File: config.mk
export PLATFORM = sky130hd
export DESIGN_NAME = stream_mux_nx1_flat
export DESIGN_NICKNAME = d
export VERILOG_FILES = /design/src/rtl/stream_mux_nx1_if.sv /design/src/rtl/stream_mux_nx1.sv /design/src/flat_wrapper.sv
export SDC_FILE = /design/constraint.sdc
export NUM_CORES = 1
export LEC_CHECK = 0
export BUFFER_PORTS_ARGS = -buffer_cell sky130_fd_sc_hd__buf_2
export CORE_MARGIN = 4
export CORE_UTILIZATION = 43
export CTS_CLUSTER_DIAMETER = 40
export DETAILED_ROUTE_END_ITERATION = 7
export MAX_ROUTING_LAYER = met4
export PLACE_DENSITY = 0.79
export SLEW_MARGIN = 20
export SYNTH_ARGS = -nofsm -noshare
export SYNTH_HDL_FRONTEND = slang
export SYNTH_SLANG_ARGS = --single-unit
File: constraint.sdc
create_clock -name clk -period 2.55 [get_ports clk]
set_clock_uncertainty 0.05 [all_clocks]
set_input_delay 0.51 -clock clk [delete_from_list [all_inputs] [get_ports clk]]
set_output_delay 0.51 -clock clk [all_outputs]
set_load 0.005 [all_outputs]
File: src/rtl/stream_mux_nx1_if.sv
// Stream bundle for stream_mux_nx1: N_CH packed input channels, one registered output,
// plus the channel select and the bad-select pulse.
interface stream_mux_nx1_if #(
  parameter int N_CH = 4,
  parameter int DW   = 8
);
  localparam int SW = $clog2(N_CH);

  logic [SW-1:0]        sel;
  logic [N_CH*DW-1:0]   in_data;
  logic [N_CH-1:0]      in_valid;
  logic [N_CH-1:0]      in_last;
  logic [N_CH-1:0]      in_ready;
  logic [DW-1:0]        out_data;
  logic                 out_valid;
  logic                 out_last;
  logic                 out_ready;
  logic [SW-1:0]        out_ch;
  logic                 sel_err;

  modport slave (
    input  sel, in_data, in_valid, in_last, out_ready,
    output in_ready, out_data, out_valid, out_last, out_ch, sel_err
  );

  modport master (
    output sel, in_data, in_valid, in_last, out_ready,
    input  in_ready, out_data, out_valid, out_last, out_ch, sel_err
  );
endinterface

File: src/rtl/stream_mux_nx1.sv
// N:1 packet-locked stream multiplexer with a single registered output slot.
// Optional round-robin arbitration replaces sel when MUX_RR_ARB_EN is defined.
module stream_mux_nx1 #(
  parameter int N_CH = 4,
  parameter int DW   = 8
) (
  input  logic            clk,
  input  logic            rst_n,
  stream_mux_nx1_if.slave bus
);
  localparam int SW = $clog2(N_CH);

  typedef enum logic {S_IDLE = 1'b0, S_LOCK = 1'b1} state_t;

  state_t          r_state, w_state_nxt;
  logic [SW-1:0]   r_gnt, w_gnt_nxt;
  logic [DW-1:0]   r_out_data;
  logic            r_out_valid;
  logic            r_out_last;
  logic [SW-1:0]   r_out_ch;
  logic            r_sel_err, w_sel_err_nxt;

  logic            w_slot_free;
  logic            w_idle_ok;
  logic [SW-1:0]   w_idle_cand;
  logic            w_cand_ok;
  logic [SW-1:0]   w_cand;
  logic [N_CH-1:0] w_in_ready;
  logic [DW-1:0]   w_cand_data;
  logic            w_cand_last;
  logic            w_accept;

  assign w_slot_free = ~r_out_valid | bus.out_ready;

`ifdef MUX_RR_ARB_EN
  logic [SW-1:0] r_rr_ptr;
  logic          w_unused_sel;

  assign w_unused_sel = ^bus.sel;

  // First valid channel strictly after the last winner, wrapping around.
  always_comb begin
    logic [SW-1:0] idx;
    w_idle_ok   = 1'b0;
    w_idle_cand = '0;
    idx         = '0;
    for (int k = 1; k <= N_CH; k++) begin
      idx = SW'((int'(r_rr_ptr) + k) % N_CH);
      if (!w_idle_ok && bus.in_valid[idx]) begin
        w_idle_ok   = 1'b1;
        w_idle_cand = idx;
      end
    end
  end

  assign w_sel_err_nxt = 1'b0;

  always_ff @(posedge clk or negedge rst_n) begin
    if (!rst_n) begin
      r_rr_ptr <= SW'(N_CH - 1);
    end else if (w_accept && r_state == S_IDLE) begin
      r_rr_ptr <= w_cand;
    end
  end
`else
  assign w_idle_ok     = (int'(bus.sel) < N_CH);
  assign w_idle_cand   = bus.sel;
  assign w_sel_err_nxt = (r_state == S_IDLE) & ~w_idle_ok & (|bus.in_valid);
`endif

  // Candidate is the locked grant mid-packet, otherwise the idle choice.
  always_comb begin
    w_cand_ok   = w_idle_ok;
    w_cand      = w_idle_cand;
    if (r_state == S_LOCK) begin
      w_cand_ok = 1'b1;
      w_cand    = r_gnt;
    end
    w_in_ready  = '0;
    w_cand_data = '0;
    w_cand_last = 1'b0;
    for (int i = 0; i < N_CH; i++) begin
      if (w_cand == SW'(i)) begin
        w_in_ready[i] = w_cand_ok & w_slot_free;
        w_cand_data   = bus.in_data[i*DW +: DW];
        w_cand_last   = bus.in_last[i];
      end
    end
  end

  assign w_accept = |(w_in_ready & bus.in_valid);

  always_comb begin
    w_state_nxt = r_state;
    w_gnt_nxt   = r_gnt;
    if (w_accept) begin
      if (w_cand_last) begin
        w_state_nxt = S_IDLE;
      end else begin
        w_state_nxt = S_LOCK;
        w_gnt_nxt   = w_cand;
      end
    end
  end

  always_ff @(posedge clk or negedge rst_n) begin
    if (!rst_n) begin
      r_state   <= S_IDLE;
      r_gnt     <= '0;
      r_sel_err <= 1'b0;
    end else begin
      r_state   <= w_state_nxt;
      r_gnt     <= w_gnt_nxt;
      r_sel_err <= w_sel_err_nxt;
    end
  end

  // Output slot: reload on accept, drain on out_ready, otherwise hold.
  always_ff @(posedge clk or negedge rst_n) begin
    if (!rst_n) begin
      r_out_valid <= 1'b0;
      r_out_data  <= '0;
      r_out_last  <= 1'b0;
      r_out_ch    <= '0;
    end else if (w_accept) begin
      r_out_valid <= 1'b1;
      r_out_data  <= w_cand_data;
      r_out_last  <= w_cand_last;
      r_out_ch    <= w_cand;
    end else if (bus.out_ready) begin
      r_out_valid <= 1'b0;
    end
  end

  assign bus.in_ready  = w_in_ready;
  assign bus.out_data  = r_out_data;
  assign bus.out_valid = r_out_valid;
  assign bus.out_last  = r_out_last;
  assign bus.out_ch    = r_out_ch;
  assign bus.sel_err   = r_sel_err;
endmodule

File: src/flat_wrapper.sv
// flat-port wrapper written by rule: the top's interface ports become plain ports
module stream_mux_nx1_flat 
#(
  parameter int N_CH = 4,
  parameter int DW   = 8
)
  (clk, rst_n, bus_sel, bus_in_data, bus_in_valid, bus_in_last, bus_out_ready, bus_in_ready, bus_out_data, bus_out_valid, bus_out_last, bus_out_ch, bus_sel_err);
  stream_mux_nx1_if #(.N_CH(N_CH), .DW(DW)) bus_i ();
  input  logic clk;
  input  logic rst_n;
  input wire logic [$bits(bus_i.sel)-1:0] bus_sel;
  input wire logic [$bits(bus_i.in_data)-1:0] bus_in_data;
  input wire logic [$bits(bus_i.in_valid)-1:0] bus_in_valid;
  input wire logic [$bits(bus_i.in_last)-1:0] bus_in_last;
  input wire logic [$bits(bus_i.out_ready)-1:0] bus_out_ready;
  output wire logic [$bits(bus_i.in_ready)-1:0] bus_in_ready;
  output wire logic [$bits(bus_i.out_data)-1:0] bus_out_data;
  output wire logic [$bits(bus_i.out_valid)-1:0] bus_out_valid;
  output wire logic [$bits(bus_i.out_last)-1:0] bus_out_last;
  output wire logic [$bits(bus_i.out_ch)-1:0] bus_out_ch;
  output wire logic [$bits(bus_i.sel_err)-1:0] bus_sel_err;
  assign bus_i.sel = bus_sel;
  assign bus_i.in_data = bus_in_data;
  assign bus_i.in_valid = bus_in_valid;
  assign bus_i.in_last = bus_in_last;
  assign bus_i.out_ready = bus_out_ready;
  assign bus_in_ready = bus_i.in_ready;
  assign bus_out_data = bus_i.out_data;
  assign bus_out_valid = bus_i.out_valid;
  assign bus_out_last = bus_i.out_last;
  assign bus_out_ch = bus_i.out_ch;
  assign bus_sel_err = bus_i.sel_err;
  stream_mux_nx1 #(.N_CH(N_CH), .DW(DW)) u_core (.clk(clk), .rst_n(rst_n), .bus(bus_i));
endmodule
=== Word-level counts from Yosys, hierarchy flattened ===
Cells that the tools add are included.

* Logic and storage cells: 33
* Output and inout port bits: 17
* Input port bits: 45
* Flip-flop bits (word level): 15

* Reductions and logical operators: 4
* Bitwise gates (word level): 4
* Muxes and demuxes: 16
* Equal/unequal tests: 3

{| class="wikitable"
|+ Operators with widths
! operator !! number
|-
| 8-bit two-way mux || 4
|-
| 1-bit two-way mux || 11
|-
| 4-bit AND || 1
|-
| 2-bit equality test, second input constant || 2
|-
| 4-bit OR reduction || 1
|-
| 2-bit by 1-bit equality test with 1-bit output, second input constant || 1
|-
| 2-bit logical NOT || 1
|-
| 2-bit two-way mux || 1
|-
| 1-bit NOT || 2
|-
| 2-bit AND reduction || 1
|-
| 2-bit nonzero test || 1
|-
| 1-bit OR || 1
|}

=== Longest topological paths before layout ===
Gate-level depths: netlist of run 1.

* Depth after elaboration: 8
* Gate-level depth with buffers: 7
* Gate-level depth less buffers: 5

=== Worst setup path after synthesis of run 1 ===
OpenSTA, ideal clock, no wires.

* Kind: input-to-reg
* From: input port bus_sel[1]
* To: register u_core.r_out_last (netlist: u_core.bus.out_last)
* Stages on the path: 4
* Arrival: 1.710 ns
* Required time: 2.372 ns
* Buffers on the path: 0
* Setup time: 0.128 ns
* Path slack: 0.662 ns
* Cell sequence: mux2_4 > mux4_2 > nand2_4 > mux2_1

* Word-level cells in the longest chain between the ends: 6
* Elaborated cells on any way between the ends: 15
* Classes of those cells: 3 x eq/ne; 9 x mux; 1 x bitwise; 2 x reduce/logical

{| class="wikitable"
|+ RTL lines
! what !! RTL line !! RTL
|-
| start, declared || flat_wrapper.sv:11 || <nowiki>input wire logic [$bits(bus_i.sel)-1:0] bus_sel;</nowiki>
|-
| 2-bit two-way mux (*) || stream_mux_nx1.sv:75 || <nowiki>if (r_state == S_LOCK) begin</nowiki>
|-
| 2-bit logical NOT || stream_mux_nx1.sv:83 || <nowiki>if (w_cand == SW'(i)) begin</nowiki>
|-
| 1-bit two-way mux (4 in series) || stream_mux_nx1.sv:83 ||
|-
| end signal, assigned || stream_mux_nx1.sv:128 || <nowiki>r_out_last <= w_cand_last;</nowiki>
|-
| end, declared || stream_mux_nx1.sv:19 || <nowiki>logic r_out_last;</nowiki>
|}

Every way passes the cells marked *; elsewhere a longest branch is shown, timed or not.
A chain may end at the register's enable or synchronous reset.

=== Worst setup path after layout of run 1 ===
* From: register u_core.r_state
* To: output port bus_in_ready[3]

* Word-level cells in the longest chain between the ends: 3

{| class="wikitable"
|+ RTL lines
! what !! RTL line !! RTL
|-
| start, declared || stream_mux_nx1.sv:15 || <nowiki>state_t r_state, w_state_nxt;</nowiki>
|-
| start signal, assigned || stream_mux_nx1.sv:112 || <nowiki>r_state <= w_state_nxt;</nowiki>
|-
| 2-bit two-way mux || stream_mux_nx1.sv:75 ||
|-
| 2-bit equality test || stream_mux_nx1.sv:83 ||
|-
| 1-bit two-way mux || stream_mux_nx1.sv:83 ||
|-
| end, declared || flat_wrapper.sv:16 || <nowiki>output wire logic [$bits(bus_i.in_ready)-1:0] bus_in_ready;</nowiki>
|}

Every way passes these cells.

==> flow_summary.toml, run 1 <==
[global_route]
antenna_found_initial = 0
gr-total-overflow = 0
grt_pass1_vias = 1045
grt.met3_usage_pct = 1.58
grt.busiest_layer = "met2"
grt_use_met2_pct = 30.2
gr-usage-met1_pct = 18.5
grt_max_degree = 24
grt_usage_pct = 16.6
grt_pass1_wl_mm = 4.29

[synth]
avgSynthCellArea_um2 = 8.14
synth_enable_flop_cells = 0
synth_area_leader_cell = "dfrtp_1"
ys_seq_elements = 15
ys_warn_count = 0
synthFlopType = "dfrtp_1"
async_reset_ff_share_pct = 100
synth_nets = 174
netlist_area_mm2 = 0.00105
synth.area.top_cells = "dfrtp_1, nand2_1, o21ai_2, nand2_2, o21ai_0"
synth_top_area_share_pct = 35.8
syn_inst = 129
ys_seq_area_share_pct = 35.8
synth.distinct_cells = 27

[drt]
drt_iter0_drc = 13
vias_per_cell = 5.01
wl_mm = 2.63
vias = 1072
drc = 0
wl_per_cell_um = 12.3
drtPass1Iterations = 4
final_antenna_net_count = 0

[timing]
timing.setup.tns_ps = 0
hold_viol = 0
slew_violations = 0
worst_slack_ps = 326
maxSlewHeadroom_pct = 66.7
fmax_ghz = 0.450
fin_crit_ps = 2220
worstMarginPinSlew_ps = 486
fin_crit_sh_pct = 87.2
rsz0062_at_grt = "false"
setup_violations = 0

[run_status]
outcome = "finished, final reports clean"

[critical_path]
cp.arrival_ps = 1660
reg2regPathDepth = 6
crit_required_ps = 1990
r2r-start = "u_core.r_state"
rr_endpoint = "u_core.bus.out_ch[0]"
cp-start-kind = "register"
critPathKind = "register to primary output"
crit_fanout = 23
rrSetupSlack_ps = 390
endpoint_kind = "primary output"

[hold_path]
hold_class = "primary input to async pin"

[place]
place_congestion = 0.799
io_buffers = 60
post-dp-hpwl_mm = 2.10
dpl_worst_slack_ps = 311
placed_cell_area_mm2 = 0.00133

[clock_network]
cts_tree = "done"
ctsRootBufferMaster = "clkbuf_4"
cts_buffers = 3
clock_tree.buffer_depth = 2
post_cts_buffers = 0
path_clk_slew_ps = 90
hold_buffers = 0
clock_sinks = 15
cts_resized = 0
clock_latency_ps = 280
h-tree-depth = 1

[finish]
diodes = 0
fin_area_mm2 = 0.00136
regArea_um2 = 375
drive_gt1_share_pct = 49.5
multi_input_area_um2 = 599
fillCellCount = 209
area_growth_pct = 29.6
layout_common_cells = "buf_2, nand2_1, dfrtp_1"
final_common_cell = "buf_2"
nets = 232

[pwr]
p_leak_nw = 0.750
worst_ir_drop_vdd_uv = 588
cellPowerDensity_mw_per_mm2 = 1120

[floorplan]
die_h_um = 57.4
io_pins = 62
start_util_pct = 46.1
dieArea_mm2 = 0.00330
core_region_area_mm2 = 0.00228
rows = 17
die_w_um = 57.4

[run]
drv_cap = 0
report_power, final:
group	leakage [nW]	internal, W	switching (W)	total [W]
Clock	0.0177	0.0000581	0.0000770	0.000135
Sequential	0.184	0.000355	0.0000872	0.000442
Combinational	0.548	0.000410	0.000540	0.000951
synthesized netlist by cell type (3+ instances only):
cell type	n
o21ai_2	9
a21oi_1	3
nand2_1	43
dfrtp_1	15
nand3_1	8
o21ai_0	9
mux2i_1	4
nor2_1	5
nand2_2	9
cells by family after synthesis:
| logic type | after synthesis | share of synthesized area, % |
|---|---|---|
| simple gates | 68 | 28.6 |
| compound gates | 25 | 16.2 |
| flops | 15 | 35.8 |
| mux | 10 | 11.9 |
| buf+inv | 10 | 7.15 |
| other cells | 1 | 0.357 |
registers in the layout (all words and copies together), names as in the netlist:
signal and count:
u_core.r_state 1, u_core.r_gnt 2, u_core.bus.out_ch 2, u_core.bus.out_last 1, u_core.bus.out_data 8, u_core.bus.out_valid 1
worst max path at each step:
| stage | from | end | slack (ps) | cells after the start |
|---|---|---|---|---|
| finish | u_core.r_state | bus_in_ready[3] | 330 | 5 |
| floorplan | bus_sel[1] | u_core.bus.out_last | 660 | 4 |
| detailed placement | bus_sel[1] | u_core.bus.out_ch[0] | 310 | 7 |
| global placement | bus_sel[1] | u_core.bus.out_valid | 360 | 6 |
| global route | u_core.r_state | bus_in_ready[3] | 200 | 5 |
| CTS | u_core.r_state | bus_in_ready[1] | 340 | 5 |
metal layers:
metal	wire, µm	part of all wire [%]
met1	1060	40
met5	0	0
met2	1330	51
met4	61	2.3
met3	170	6.5
per-stage QoR:
stage                     power, W  hold slack [ps]  util [%]  std cells
after floorplan            0.00119              164         -        129
after global placement     0.00137              375      58.5        210
after detailed placement   0.00141              379      58.5        210
after CTS                  0.00154             74.5      59.8        214
after global routing       0.00167             81.6      59.8        214
final                      0.00153             64.9      59.8        214
critical path: stages (launching register included):
cell      delay [ps]
dfrtp_1          470
mux2i_2          290
buf_4            290
nand2b_1         160
nor2_1            50
buf_2            130
final cells by class:
class | instances | area share (%)
well taps | 28 | 2.58
clock buffers | 3 | 1.66
multi-input cells | 104 | 44.1
repair buffers | 63 | 23.7
clock inverters | 1 | 0.368
flip-flops and latches | 15 | 27.6
(Power assumes the default switching activity.)
==> run 2, diff against run 1 <==
--- a/config.mk
+++ b/config.mk
@@ -12,6 +12,7 @@
 export DETAILED_ROUTE_END_ITERATION = 7
 export MAX_ROUTING_LAYER = met4
 export PLACE_DENSITY = 0.79
+export RECOVER_POWER = 25
 export SLEW_MARGIN = 20
 export SYNTH_ARGS = -nofsm -noshare
 export SYNTH_HDL_FRONTEND = slang
==> run 2 against run 1 <==
Against the previous run:
- maximum frequency barely moved
- sequential cell count did not move
- wire length down 0.80%
- setup slack gained 1.4 ps
- final cell count is the same
- first-iteration DRC count unchanged
- count of clock-buffer cells in the layout unchanged
- clock power hardly changed
- design area about the same
- critical path type unchanged
==> flow_summary.toml, run 2 (synthesized netlist as in run 1, its figures left out) <==
[run_status]
outcome = "finished, final reports clean"

[finish]
fillCellCount = 210
area_growth_pct = 29.4
drive_gt1_share_pct = 48.9
diodes = 0
largest_register_ffs = 8
nets = 232
final_common_cell = "buf_2"
layout_common_cells = "buf_2, nand2_1, dfrtp_1"

[pwr]
seq_power_share_pct = 28.9
power_w = 0.00153
power_switching_share_pct = 46.1
p_leak_nw = 0.747
combPwrFrac_pct = 62.2
p_switching_w = 0.000703
p_int_w = 0.000823
worst_ir_drop_vdd_uv = 587
cellPowerDensity_mw_per_mm2 = 1120
p_clk_share_pct = 8.8

[drt]
drtPass1Iterations = 4
wl_mm = 2.61
vias_per_cell = 4.99
vias = 1068
drt_iter0_drc = 13
final_antenna_net_count = 0
drc = 0
wl_per_cell_um = 12.2

[timing]
hold_viol = 0
setup_violations = 0
maxSlewHeadroom_pct = 47.9
worstMarginPinSlew_ps = 782
slew_violations = 0
timing.setup.tns_ps = 0
fin_crit_sh_pct = 87.2
fin_crit_ps = 2220
fmax_ghz = 0.450
rsz0062_at_grt = "false"

[place]
place_congestion = 0.799
post-dp-hpwl_mm = 2.10
io_buffers = 60

[clock_network]
cts_resized = 0
cts_buffers = 3
clock_sinks = 15
h-tree-depth = 1
ctsRootBufferMaster = "clkbuf_4"
clock_tree.buffer_depth = 2
path_clk_slew_ps = 90
clock_latency_ps = 280
hold_buffers = 0
post_cts_buffers = 0
cts_tree = "done"

[critical_path]
endpoint_kind = "primary output"
crit_required_ps = 1990
cp_top_family = "flip-flops"
cp-start-kind = "register"
max_stage_delay_ps = 470
cp_slowest_cell = "dfrtp_1"
critPathBufInv = 2
critPathKind = "register to primary output"
cp.arrival_ps = 1660
crit_fanout = 23
crit_chain = "mux2i_2 > buf_4 > nand2b_1 > nor2_1 > buf_2"

[floorplan]
start_util_pct = 46.1
die_h_um = 57.4
die_w_um = 57.4
io_pins = 62
dieArea_mm2 = 0.00330
core_region_area_mm2 = 0.00228
rows = 17

[hold_path]
hold_class = "primary input to async pin"

[global_route]
antenna_found_initial = 0
grt_max_degree = 24
grt_pass1_wl_mm = 4.29
grt_usage_pct = 16.6
grt_pass1_vias = 1045
gr-total-overflow = 0

[run]
drv_cap = 0
run 2: routing by layer:
metal / up-vias / wire length (µm) / GRT usage, %
met2: 40 / 1330 / 30.2
li1: 538 / - / -
met5: - / 0 / -
met1: 484 / 1040 / 18.5
met3: 6 / 170 / 1.58
met4: 0 / 61 / 5.96
run 2: power groups by stage:
stage          Combinational (W)  Sequential (W)  Clock (W)
2_1_floorplan           0.000745        0.000443          0
3_3_place_gp            0.000924        0.000442          0
3_5_place_dp            0.000959        0.000447          0
4_1_cts                 0.000962        0.000443   0.000137
5_1_grt                  0.00107        0.000459   0.000148
6_report                0.000950        0.000441   0.000135
run 2: area by class of cell:
class | count | area (µm²) | share of cell area (%)
clock buffers | 3 | 22.5 | 1.66
clock inverters | 1 | 5.00 | 0.368
multi-input cells | 104 | 599 | 44.1
flip-flops and latches | 15 | 375 | 27.6
well taps | 28 | 35.0 | 2.58
repair buffers | 63 | 322 | 23.7
run 2: final timing paths:
check	from	end	slack (ps)	cells after the start
min reg2reg	u_core.bus.out_data[7]	u_core.bus.out_data[7]	440	2
max in group asynchronous	rst_n	u_core.bus.out_ch[0]	1740	1
min in group clk	u_core.bus.out_data[7]	u_core.bus.out_data[7]	440	2
min	rst_n	u_core.r_gnt[1]	230	1
max	u_core.r_state	bus_in_ready[3]	330	5
max reg2reg	u_core.r_state	u_core.bus.out_ch[0]	390	6
run 2: through the flow:
step	hold WS, ps	std cells	utilization [%]	cell area [µm²]	worst slack [ps]
2_1_floorplan	164	129	-	1050	662
3_3_place_gp	375	210	58.5	1330	359
3_5_place_dp	379	210	58.5	1330	311
4_1_cts	74.5	214	59.8	1360	335
5_1_grt	299	214	59.7	1360	199
6_report	227	214	59.7	1360	328
